`config.mk`:
```
export PLATFORM = sky130hd
export DESIGN_NAME = snake_turn_controller
export DESIGN_NICKNAME = d
export VERILOG_FILES = /design/src/rtl/snake_turn_controller.sv
export SDC_FILE = /design/constraint.sdc
export NUM_CORES = 1
export LEC_CHECK = 0
export BUFFER_PORTS_ARGS = -buffer_cell sky130_fd_sc_hd__buf_2
export CAP_MARGIN = 20
export CORE_MARGIN = 2
export CORE_UTILIZATION = 58
export CTS_BUF_LIST = sky130_fd_sc_hd__clkbuf_2 sky130_fd_sc_hd__clkbuf_4 sky130_fd_sc_hd__clkbuf_8
export DETAILED_ROUTE_END_ITERATION = 6
export HOLD_SLACK_MARGIN = 0.12
export PLACE_DENSITY = 0.87
export SETUP_SLACK_MARGIN = 0.2
export SLEW_MARGIN = 20
export SYNTH_ARGS = -nofsm -noshare
export SYNTH_HDL_FRONTEND = slang
export SYNTH_SLANG_ARGS = --single-unit
```
`constraint.sdc`:
```
create_clock -name clk -period 2.7 [get_ports clk]
set_input_delay 0.135 -clock clk [delete_from_list [all_inputs] [get_ports clk]]
set_output_delay 0.135 -clock clk [all_outputs]
set_load 0.005 [all_outputs]
```
`src/rtl/snake_turn_controller.sv`:
```
// Two-player turn sequencer for the snake game.
// Runs a READY countdown and a PLAY round for player 1, a one-cycle SWITCH,
// then the same for player 2, and finally latches both scores and the winner.
module snake_turn_controller #(
  parameter logic [31:0] READY_CYCLES = 32'd50_000_000,
  parameter logic [7:0]  WIN_SCORE    = 8'd50
) (
  input  logic       clk,
  input  logic       rst,
  input  logic       start,
  input  logic       pause,
  input  logic       collision,
  input  logic [7:0] score_in,
  output logic       score_reset,
  output logic       snake_init,
  output logic       play_en,
  output logic       active_player,
  output logic [7:0] p1_score,
  output logic [7:0] p2_score,
  output logic [1:0] winner,
  output logic       game_over,
  output logic [2:0] state_o
);

  localparam logic [2:0] StIdle   = 3'd0;
  localparam logic [2:0] StReady1 = 3'd1;
  localparam logic [2:0] StPlay1  = 3'd2;
  localparam logic [2:0] StSwitch = 3'd3;
  localparam logic [2:0] StReady2 = 3'd4;
  localparam logic [2:0] StPlay2  = 3'd5;
  localparam logic [2:0] StDone   = 3'd6;

  localparam logic [31:0] ReadyLoad = READY_CYCLES - 32'd1;

  logic [2:0]  state_q, state_d;
  logic [31:0] counter_q, counter_d;
  logic [7:0]  p1_q, p1_d;
  logic [7:0]  p2_q, p2_d;
  logic [1:0]  winner_q, winner_d;
  logic        start_q;
  logic        start_rise;
  logic        play_end;

  assign start_rise = start & ~start_q;
  // Round end only counts while unpaused; collision and win share one transition.
  assign play_end   = ~pause & (collision | (score_in >= WIN_SCORE));

  // Next-state, countdown and score/winner latching.
  always_comb begin
    state_d   = state_q;
    counter_d = counter_q;
    p1_d      = p1_q;
    p2_d      = p2_q;
    winner_d  = winner_q;
    case (state_q)
      StIdle, StDone: begin
        if (start_rise) begin
          state_d   = StReady1;
          counter_d = ReadyLoad;
          p1_d      = 8'd0;
          p2_d      = 8'd0;
          winner_d  = 2'b00;
        end
      end
      StReady1: begin
        if (counter_q == 32'd0) state_d = StPlay1;
        else                    counter_d = counter_q - 32'd1;
      end
      StPlay1: begin
        if (play_end) begin
          p1_d    = score_in;
          state_d = StSwitch;
        end
      end
      StSwitch: begin
        state_d   = StReady2;
        counter_d = ReadyLoad;
      end
      StReady2: begin
        if (counter_q == 32'd0) state_d = StPlay2;
        else                    counter_d = counter_q - 32'd1;
      end
      StPlay2: begin
        if (play_end) begin
          p2_d    = score_in;
          state_d = StDone;
          // Compare against the score captured this cycle, not the old p2 register.
          if (p1_q > score_in)      winner_d = 2'b01;
          else if (score_in > p1_q) winner_d = 2'b10;
          else                      winner_d = 2'b11;
        end
      end
      default: begin
        state_d   = StIdle;
        counter_d = 32'd0;
      end
    endcase
  end

  // State registers with asynchronous active-low reset.
  always_ff @(posedge clk or negedge rst) begin
    if (!rst) begin
      state_q   <= StIdle;
      counter_q <= 32'd0;
      p1_q      <= 8'd0;
      p2_q      <= 8'd0;
      winner_q  <= 2'b00;
      start_q   <= 1'b0;
    end else begin
      state_q   <= state_d;
      counter_q <= counter_d;
      p1_q      <= p1_d;
      p2_q      <= p2_d;
      winner_q  <= winner_d;
      start_q   <= start;
    end
  end

  // Output decode from the registered state.
  always_comb begin
    score_reset   = (state_q == StReady1) | (state_q == StReady2);
    snake_init    = (state_q == StReady1) | (state_q == StReady2);
    play_en       = ((state_q == StPlay1) | (state_q == StPlay2)) & ~pause;
    active_player = (state_q == StReady2) | (state_q == StPlay2);
    game_over     = (state_q == StDone);
    winner        = (state_q == StDone) ? winner_q : 2'b00;
    p1_score      = p1_q;
    p2_score      = p2_q;
    state_o       = state_q;
  end

endmodule

```
**Yosys cells after proc, flatten, opt, wreduce, memory -nomap -nowiden**

Cells that the tools add are included.
Widths: inputs -> output; s select.

- Bitwise logic cells: 10
- $lt $le $gt $ge: 3
- $add $sub $neg: 1
- Reduce and logical (&&, ||, !) cells: 11
- Divide/modulo/power cells: 0
- Shift-type cells: 0
- Equal/unequal tests: 12
- $mul: 0
- Multiplexer cells: 19

Operators with widths:

| cell | count |
|---|---|
| $pmux 32 s4 | 1 |
| $mux 32 | 2 |
| $logic_not 32->1 | 1 |
| $pmux 8 s2 | 2 |
| $sub 32x1->32 const B | 1 |
| $pmux 3 s6 | 1 |
| $gt 8x8->1 | 2 |
| $mux 8 | 2 |
| $mux 3 | 5 |
| $ne 2x2->1 const B | 6 |
| $eq 3x3->1 const B | 3 |
| $reduce_and 3->1 | 3 |
| $ge 8x6->1 const B | 1 |
| $mux 2 | 4 |
| $eq 3x2->1 const B | 2 |
| $reduce_or 2->1 | 3 |
| $reduce_and 5->1 | 1 |
| $or 1x1->1 | 4 |
| $pmux 2 s2 | 1 |
| $reduce_bool 2->1 | 2 |
| $and 1x1->1 | 3 |
| $eq 3x1->1 const B | 1 |
| $logic_not 3->1 | 1 |
| $not 1->1 | 3 |
| $mux 1 | 1 |

- Memory bits (writable): 0
- Memories kept: 0
- Logic and storage cells: 62
- ROM bits: 0
- Output and inout bits: 26
- Input bits: 13
- Register bits: 54
- Bits in latches: 0

**Longest topological paths before layout**

Gate-level depths: netlist of the first run.

- Word-level depth: 5
- Gate-level depth with buffers: 11

**Worst setup path before layout of the first run**

Ideal clock, no wire load.

- Path type: reg-to-reg
- Start point: reg counter_q[0]
- End point: reg counter_q[0]
- Data arrival time: 2.248 ns
- Period minus slack after synthesis: 2.369 ns
- Cell stages (with the launch flop): 11
- Path buffers: 3
- Setup slack: 0.331 ns
- Path through: dfrtp_1 > inv_1 > ha_1 > nor4b_1 > and3_1 > clkbuf_1 > and4_1 > clkbuf_1 > nor2_1 > buf_2 > o22a_1

- Cells in the longest elaborated chain, start to end: 3
- Elaborated cells on any way between the ends: 6
- Classes of those cells: add/sub: 1; eq/ne: 1; mux: 2; reduce/logical: 2

RTL lines:

| what | RTL line | source |
|---|---|---|
| start: declaration | 36 | `logic [31:0] counter_q, counter_d;` |
| start signal: assignment | 111 | `counter_q <= counter_d;` |
| $sub 32x1->32 or $logic_not 32->1 (tied branches) | n/a |  |
| $mux 32 or $ne 2x2->1 (tied branches) | n/a |  |
| $pmux 32 s4 or $reduce_and 3->1 (tied branches) | n/a |  |

Parallel ways exist; a longest one is shown, timed or not. The select of a mux whose other input is x is not followed.
A chain may end at the register's enable or synchronous reset.

**Final worst setup path of the first run**

- Start point: reg counter_q[0]
- End point: reg counter_q[25]

The elaborated chain is that of the path after synthesis.

==> results.yml, run 1 <==
clocking:
  clock_sinks: 54
  clkTransAtPathRegs_ns: 0.10
  clock_latency_ns: 0.31
  numCtsBuffers: 5
  htree_num_levels: 2
  clock_path_buffers: 2
  cts_tree: "done"
  root_buffer: "clkbuf_8"
synth:
  avgSynthCellArea_um2: 8.96
  synth_cell_types: 59
  synthCells: 359
  synth_edf_count: 0
  ys.flop_type: "dfrtp_1"
  yosysTopAreaCell: "dfrtp_1"
  ys_seq_area_frac: 0.420
  async_flop_share: 1.00
  yosys.area.top_type_share: 0.420
  netlist_area_um2: 3220
  yosys_warnings: 0
  syn_nets: 381
  synth.area.top_cells: "dfrtp_1 42%, nor2_1 5.5%, nand2_1 4.4%"
  synth_seq_cells: 54
sta:
  worst_slew_pin_slew_ns: 1.12
  setup_viol: 0
  tns_ns: 0
  period_share: 0.892
  rsz0062_at_grt: "false"
  fmax_mhz: 415
  maxSlewViolCount: 0
  finalCriticalPeriod_ns: 2.41
  hold_viol: 0
  relSlewSlack: 0.245
  finalClockSkew_ns: 0.0130
  whs_ns: 0.332
drt:
  drtIter0Drc: 236
  drtPass1Iterations: 6
  drt-wirelength-per-cell_um: 16.0
  drc: 0
  avgViaCountPerCell: 6.02
  ant_nets: 0
  drt_wl_total_um: 7800
  vias: 2937
finish:
  stdcell_count: 488
  multi_input_area_um2: 1730
  diodes: 0
  regArea_um2: 1350
  layout.nets: 438
  areaGrowthSynthToFinish_pct: 17.4
  mostFrequentLayoutCells: "54 x dfrtp_1, 46 x nor2_1, 38 x nand2_1, 38 x buf_2"
  drive_above_1_share: 0.219
  utilization: 0.694
  fillerInstances: 414
  final_common_cell: "dfrtp_1"
worst_setup_path:
  slowest_delay_ns: 0.50
  r2r_cells: 10
  end_kind: "register"
  cp_num_buf_inv: 3
  required_ns: 2.96
  critPathTopFamily: "simple AND/OR/NAND/NOR gates"
  cp_cell_sequence: "inv_2 > ha_4 > or4b_4 > nor4b_4 > nand3_2 > a21oi_4 > buf_4 > buf_4 > o21a_1 > o22a_1"
  critPathLaunchType: "register"
  path_max_fanout: 6
  arrival_ns: 2.67
  path_common_cell: "buf_4"
  slowest_stage: "or4b_4"
  worst-path-stages: 10
  crit_type: "register to register"
floorplan:
  core.rowCount: 27
  die_h_um: 78.5
  die_w_um: 78.5
  coreArea_um2: 5440
  pin_count: 39
  initial_utilization: 0.591
  die_area_um2: 6160
grt:
  grt-busiest-layer: "met2"
  grt_use_met1: 0.337
  grt_use_met2: 0.454
  grt_overflow: 0
  antenna_found_initial: 0
  track_usage: 0.262
  grt_pass1_vias: 2819
  use_met3: 0.0448
  grt_start_max_net_pins: 32
  grt_first_pass_wirelength_um: 12900
power:
  p_leak_nw: 1.68
  clkPwrFrac: 0.109
  power_density_nw_per_um2: 1090
  seqPwrFrac: 0.344
  pwr-share-comb: 0.546
  intPower_w: 0.00226
  switchingPower_w: 0.00185
  p_sw_frac: 0.450
  vdd_drop_max_mv: 0.912
outcome:
  status: "complete, no violations"
placed_design:
  hpwl_um: 5110
  gp_congestion: 0.862
  dp.cells: 464
  portBuffers: 38
flow_run:
  drv_cap: 0
hold_path:
  min_path_type: "primary input to asynchronous set/reset pin"
-- power by group through the flow --
| stage | Sequential [W] | Clock (W) | Combinational [W] |
|---|---|---|---|
| 3_3_place_gp | 0.00140 | 0 | 0.00196 |
| 3_5_place_dp | 0.00141 | 0 | 0.00204 |
| 6_report | 0.00142 | 0.000450 | 0.00225 |
| 4_1_cts | 0.00140 | 0.000465 | 0.00213 |
| 5_1_grt | 0.00145 | 0.000489 | 0.00248 |
| 2_1_floorplan | 0.00131 | 0 | 0.00158 |
-- cells in the mapped netlist (2+ instances only) --
master,n
nor3_2,5
inv_1,15
a41oi_1,2
o22a_1,6
nand2b_1,3
a22o_1,10
and4_1,2
nor4b_1,4
nand3_1,5
nand4_1,4
dfrtp_1,54
a21o_1,7
o21ai_1,7
buf_2,8
o21a_1,4
and3_1,4
nor2b_1,7
o21ai_0,13
nor3_1,15
a31oi_1,3
clkbuf_1,8
buf_4,3
xnor2_1,12
nor2_1,47
nand2_1,38
ha_1,9
a21oi_1,20
nor4_1,8
and2_1,6
-- final cells by class --
cell class | instances | share of cell area
inverters | 16 | 0.0159
multi-input cells | 269 | 0.458
clock inverters | 2 | 0.00364
repair buffers | 70 | 0.123
clock buffers | 5 | 0.0182
flip-flops and latches | 54 | 0.358
well taps | 72 | 0.0239
-- metal layers --
layer	part of all wire	up-vias	wire length [um]
met2	0.51	103	4000
li1	-	1385	-
met1	0.42	1430	3250
met5	0	-	0
met4	0.020	0	153
met3	0.052	19	404
-- kinds of logic after synthesis --
logic type,after synthesis,share of synthesized area
AO/OA/AOI/OAI,83,0.177
flip-flops,54,0.420
multiplexers,1,0.00350
buffers and inverters,36,0.0510
XOR/XNOR,13,0.0354
AND/OR/NAND/NOR,163,0.278
adder cells (fa/ha/maj),9,0.0350
-- state kept, by name, indices dropped and copies added (netlist names) --
register,cells
counter_q,32
p1_score,8
p2_score,8
state_o,3
winner_q,2
start_q,1
-- what timing repair did --
| item | CTS | global route |
|---|---|---|
| resized for setup | 2 | 7 |
| hold buffers | 10 | 0 |
| pin swaps | 1 | 6 |
| hold endpoints to repair | 40 | 0 |
| setup buffers | 3 | 4 |
| endpoints found under the setup margin | 8 | 26 |
-- final timing paths --
| kind | to | slack [ns] | startpoint |
|---|---|---|---|
| worst max-delay path | counter_q[25] | 0.29 | counter_q[0] |
| worst min-delay path | counter_q[19] | 0.33 | rst |
| worst max register to register | counter_q[25] | 0.29 | counter_q[0] |
| worst min register to register | p2_score[1] | 0.52 | p2_score[1] |
| max in group asynchronous | counter_q[8] | 1.57 | rst |
| min in group clk | state_o[0] | 0.33 | pause |
-- stage by stage --
stage / setup WS [ns] / total power, W / instance area, um2
after floorplan: 0.331 / 0.00289 / 3220
after global placement: 0.132 / 0.00336 / 3500
after detailed placement: 0.156 / 0.00345 / 3510
after CTS: 0.196 / 0.00399 / 3720
after global routing: 0.194 / 0.00443 / 3780
final: 0.291 / 0.00411 / 3780
-- worst register-to-register path: stages, from the launching register on --
cell     delay (ns)
dfrtp_1        0.44
inv_2          0.09
ha_4           0.15
or4b_4         0.50
nor4b_4        0.32
nand3_2        0.16
a21oi_4        0.22
buf_4          0.14
buf_4          0.10
o21a_1         0.10
o22a_1         0.13
No activity file was read; power rests on OpenSTA's default activity.
==> inputs of run 2 (changes only) <==
--- a/config.mk
+++ b/config.mk
@@ -8,13 +8,14 @@
 export BUFFER_PORTS_ARGS = -buffer_cell sky130_fd_sc_hd__buf_2
 export CAP_MARGIN = 20
 export CORE_MARGIN = 2
-export CORE_UTILIZATION = 58
+export CORE_UTILIZATION = 41
 export CTS_BUF_LIST = sky130_fd_sc_hd__clkbuf_2 sky130_fd_sc_hd__clkbuf_4 sky130_fd_sc_hd__clkbuf_8
 export DETAILED_ROUTE_END_ITERATION = 6
 export HOLD_SLACK_MARGIN = 0.12
-export PLACE_DENSITY = 0.87
+export PLACE_DENSITY = 0.67
 export SETUP_SLACK_MARGIN = 0.2
 export SLEW_MARGIN = 20
 export SYNTH_ARGS = -nofsm -noshare
 export SYNTH_HDL_FRONTEND = slang
 export SYNTH_SLANG_ARGS = --single-unit
+export TNS_END_PERCENT = 100
==> results.yml, run 2 (synthesis gave the netlist of run 1 again) <==
grt:
  use_met3: 0.0309
  grt-busiest-layer: "met2"
  grt_start_max_net_pins: 32
  grt_use_met1: 0.251
  grt_pass1_vias: 2738
  grt_first_pass_wirelength_um: 12900
  grt_overflow: 0
  antenna_found_initial: 0
  track_usage: 0.185
  grt_use_met2: 0.315
sta:
  finalClockSkew_ns: 0.0154
  tns_ns: 0
  relSlewSlack: 0.504
  hold_viol: 0
  worst_slew_pin_slew_ns: 0.744
  rsz0062_at_grt: "true"
  maxSlewViolCount: 0
  fmax_mhz: 414
  finalCriticalPeriod_ns: 2.42
  period_share: 0.895
  setup_viol: 0
flow_run:
  drv_cap: 0
floorplan:
  coreArea_um2: 7650
  die_area_um2: 8570
  pin_count: 39
  core.rowCount: 32
  initial_utilization: 0.420
  die_w_um: 92.6
  die_h_um: 92.6
worst_setup_path:
  arrival_ns: 2.66
  critPathLaunchType: "register"
  required_ns: 2.94
  crit_type: "register to register"
  critPathLaunch: "counter_q[0]"
  slowest_stage: "or4b_4"
  worst-path-stages: 9
  critPathTopFamily: "simple AND/OR/NAND/NOR gates"
  r2r_end: "counter_q[15]"
  path_max_fanout: 10
  timing.rr.start: "counter_q[0]"
  r2r_cells: 9
  cp_cell_sequence: "inv_1 > ha_2 > or4b_4 > nor4b_4 > nand3_2 > a21oi_4 > buf_4 > o21ai_1 > a21oi_1"
  slowest_delay_ns: 0.50
  end_kind: "register"
  crit_path_end: "counter_q[15]"
  cp_num_buf_inv: 2
  rrSetupSlack_ns: 0.28
finish:
  regArea_um2: 1350
  utilization: 0.497
  final_common_cell: "dfrtp_1"
  multi_input_area_um2: 1720
  stdcell_count: 518
  final_cell_area_um2: 3800
  drive_above_1_share: 0.216
  mostFrequentLayoutCells: "53 x dfrtp_1, 46 x nor2_1, 38 x nand2_1, 38 x buf_2, 21 x buf_4"
  diodes: 0
  areaGrowthSynthToFinish_pct: 18.2
  largest_reg_flops: 32
  fillerInstances: 747
  layout.nets: 437
  largest_register: "counter_q"
clocking:
  root_buffer: "clkbuf_8"
  numCtsBuffers: 5
  htree_num_levels: 2
  clock_path_buffers: 2
  clkTransAtPathRegs_ns: 0.11
  clock_latency_ns: 0.31
  clock_sinks: 54
  cts_tree: "done"
power:
  p_total_w: 0.00403
  intPower_w: 0.00223
  power_density_nw_per_um2: 1060
  switchingPower_w: 0.00180
  p_leak_nw: 1.67
  p_sw_frac: 0.447
  vdd_drop_max_mv: 0.570
  clkPwrFrac: 0.117
  seqPwrFrac: 0.347
  pwr-share-comb: 0.536
drt:
  drt-wirelength-per-cell_um: 14.4
  drtIter0Drc: 150
  drtPass1Iterations: 4
  drt_wl_total_um: 7470
  drc: 0
  vias: 2777
  avgViaCountPerCell: 5.36
  ant_nets: 0
placed_design:
  dp.cells: 499
  gp_congestion: 0.850
  hpwl_um: 5460
  portBuffers: 38
  dpl-instance-area_um2: 3580
outcome:
  status: "complete, no violations"
hold_path:
  min_path_type: "primary input to register"
run 2: final cells by class:
| cell class | instances | share of cell area |
|---|---|---|
| clock buffers | 5 | 0.0181 |
| multi-input cells | 269 | 0.453 |
| flip-flops and latches | 54 | 0.356 |
| clock inverters | 3 | 0.00625 |
| well taps | 102 | 0.0336 |
| repair buffers | 69 | 0.118 |
| inverters | 16 | 0.0158 |
run 2: metal layers:
metal / vias to the layer above / wire, um
met3: 4 / 304
met4: 0 / 53
li1: 1379 / -
met1: 1339 / 3460
met5: - / 0
met2: 55 / 3650
run 2: power by group through the flow:
| stage | sequential (W) | combinational [W] | clock (W) |
|---|---|---|---|
| finish | 0.00140 | 0.00216 | 0.000471 |
| global route | 0.00145 | 0.00244 | 0.000521 |
| CTS | 0.00139 | 0.00216 | 0.000485 |
| detailed placement | 0.00140 | 0.00214 | 0 |
| global placement | 0.00139 | 0.00209 | 0 |
| floorplan | 0.00131 | 0.00158 | 0 |
run 2: worst min path at each step:
| stage | to | cells after the start | from |
|---|---|---|---|
| after detailed placement | counter_q[20] | 1 | rst |
| final | state_o[0] | 5 | pause |
| after floorplan | counter_q[0] | 0 | rst |
| after CTS | state_o[0] | 5 | pause |
| after global placement | counter_q[19] | 1 | rst |
| after global routing | state_o[0] | 5 | pause |
run 2: what timing repair did:
action / in CTS / in global routing
endpoints found under the hold margin: 45 / 0
cloned: 0 / 0
setup buffers: 0 / 1
hold buffers: 10 / 0
setup endpoints to repair: 5 / 22
resized for setup: 1 / 4
pin swaps: 0 / 2
run 2: tightest hold or removal path, stage by stage:
cell     delay (ns)
buf_2          0.08
a21oi_1        0.06
nand2_1        0.10
a31oi_1        0.09
nor3_1         0.13
run 2: metrics by stage:
stage                     hold slack (ns)  setup slack (ns)
after floorplan                    -0.161             0.331
after global placement              0.249             0.226
after detailed placement            0.242             0.140
after CTS                           0.339             0.223
after global routing                0.400             0.179
final                               0.346             0.283
==> inputs of run 3 (changes only) <==
--- a/config.mk
+++ b/config.mk
@@ -13,6 +13,7 @@
 export DETAILED_ROUTE_END_ITERATION = 6
 export HOLD_SLACK_MARGIN = 0.12
 export PLACE_DENSITY = 0.67
+export RECOVER_POWER = 50
 export SETUP_SLACK_MARGIN = 0.2
 export SLEW_MARGIN = 20
 export SYNTH_ARGS = -nofsm -noshare
==> results.yml, run 3 (synthesis gave the netlist of run 1 again) <==
drt:
  drtIter0Drc: 135
  drt_wl_total_um: 7490
  drtPass1Iterations: 4
  vias: 2789
  drt-wirelength-per-cell_um: 14.5
  avgViaCountPerCell: 5.38
  drc: 0
  ant_nets: 0
power:
  intPower_w: 0.00222
  p_sw_frac: 0.450
  vdd_drop_max_mv: 0.572
  power_density_nw_per_um2: 1060
  seqPwrFrac: 0.346
  pwr-share-comb: 0.536
  clkPwrFrac: 0.117
  switchingPower_w: 0.00181
  p_leak_nw: 1.65
sta:
  finalCriticalPeriod_ns: 2.42
  setup_viol: 0
  tns_ns: 0
  fin_ws_ns: 0.277
  maxSlewViolCount: 32
  rsz0062_at_grt: "true"
  period_share: 0.898
  finalClockSkew_ns: 0.0176
  worst_slew_pin_slew_ns: 1.75
  relSlewSlack: -0.169
  fmax_mhz: 413
  hold_viol: 0
worst_setup_path:
  arrival_ns: 2.67
  timing.rr.start: "counter_q[0]"
  slowest_stage: "or4b_4"
  path_max_fanout: 10
  required_ns: 2.94
  slowest_delay_ns: 0.50
  rrSetupSlack_ns: 0.28
  end_kind: "register"
  critPathTopFamily: "simple AND/OR/NAND/NOR gates"
  r2r_cells: 9
  critPathLaunchType: "register"
  crit_type: "register to register"
  cp_num_buf_inv: 2
  r2r_end: "counter_q[15]"
  cp_cell_sequence: "inv_1 > ha_2 > or4b_4 > nor4b_4 > nand3_2 > a21oi_4 > buf_4 > o21ai_1 > a21oi_1"
clocking:
  clock_sinks: 54
  root_buffer: "clkbuf_8"
  numCtsBuffers: 5
  clock_path_buffers: 2
  cts_tree: "done"
  htree_num_levels: 2
  clock_latency_ns: 0.31
  clkTransAtPathRegs_ns: 0.11
hold_path:
  min_path_type: "primary input to register"
  min_from: "pause"
  hold_depth: 5
  holdPathEnd: "state_o[0]"
finish:
  multi_input_area_um2: 1720
  drive_above_1_share: 0.204
  fillerInstances: 750
  diodes: 0
  final_common_cell: "dfrtp_1"
  stdcell_count: 518
  largest_reg_flops: 32
  largest_register: "counter_q"
  regArea_um2: 1350
  mostFrequentLayoutCells: "53 x dfrtp_1, 46 x nor2_1, 38 x nand2_1, 33 x buf_2, 20 x a21oi_1"
  layout.nets: 437
  areaGrowthSynthToFinish_pct: 17.9
placed_design:
  gp_congestion: 0.850
  hpwl_um: 5460
  dp.cells: 499
  place_ws_ns: 0.140
  portBuffers: 38
floorplan:
  die_area_um2: 8570
  pin_count: 39
  core.rowCount: 32
  initial_utilization: 0.420
  die_h_um: 92.6
  die_w_um: 92.6
  coreArea_um2: 7650
flow_run:
  drv_cap: 1
grt:
  grt_first_pass_wirelength_um: 12900
  grt_start_max_net_pins: 32
  grt_overflow: 0
  grt_pass1_vias: 2738
  track_usage: 0.185
  antenna_found_initial: 0
outcome:
  status: "complete, but fails checks"
  violations: "capacitance limit, slew limit"
==> run 3: cell count changes in the layout (fill, tap and decap cells not counted), sizes merged <==
cell    delta
buf        -7
clkbuf     +7
==> run 3: timing repair <==
action,4_1_cts,5_1_grt
hold buffers,10,0
hold endpoints to repair,45,0
setup buffers,0,1
setup endpoints to repair,5,22
resized for setup,1,4
pin swaps,0,2
==> run 3: routing by layer <==
metal | GRT usage | vias to the layer above | routed length (um)
met2 | 0.315 | 74 | 3690
met5 | 0 | - | 0
li1 | - | 1382 | -
met1 | 0.251 | 1329 | 3360
met3 | 0.0309 | 4 | 385
met4 | 0.0348 | 0 | 53
==> run 3: worst register-to-register path: cells and delay by family, from the launching register on <==
| family | cells | cell delay, ns |
|---|---|---|
| buffers and inverters | 2 | 0.28 |
| and+or+nand+nor | 3 | 0.93 |
| AOI/OAI and AO/OA | 3 | 0.49 |
| adders and majority gates | 1 | 0.21 |
| DFF | 1 | 0.45 |
==> run 3: power by group through the flow <==
stage	clock (W)	combinational (W)	sequential, W
floorplan	0	0.00158	0.00131
global placement	0	0.00209	0.00139
detailed placement	0	0.00214	0.00140
CTS	0.000485	0.00216	0.00139
global route	0.000521	0.00244	0.00145
finish	0.000473	0.00216	0.00140
==> run 3: layout make-up <==
type,instances,area share
multi-input cells,269,0.454
inverters,16,0.0158
clock inverters,3,0.00627
flip-flops and latches,54,0.357
well taps,102,0.0337
clock buffers,5,0.0182
repair buffers,69,0.115
==> run 3: worst max path at each step <==
stage / start / endpoint / slack [ns] / cells past startpoint
6_report: counter_q[0] / counter_q[15] / 0.28 / 9
2_1_floorplan: counter_q[0] / counter_q[0] / 0.33 / 10
4_1_cts: counter_q[0] / counter_q[15] / 0.22 / 9
3_5_place_dp: counter_q[0] / counter_q[17] / 0.14 / 9
3_3_place_gp: counter_q[0] / counter_q[17] / 0.23 / 9
5_1_grt: counter_q[0] / counter_q[2] / 0.18 / 9
==> run 3: stage by stage <==
stage          power (W)  utilization  hold WS [ns]  cell area [um2]
2_1_floorplan    0.00289            -        -0.161             3220
3_3_place_gp     0.00348        0.468         0.249             3580
3_5_place_dp     0.00354        0.468         0.242             3580
4_1_cts          0.00403        0.494         0.339             3770
5_1_grt          0.00441        0.496         0.400             3790
6_report         0.00403        0.496         0.347             3790
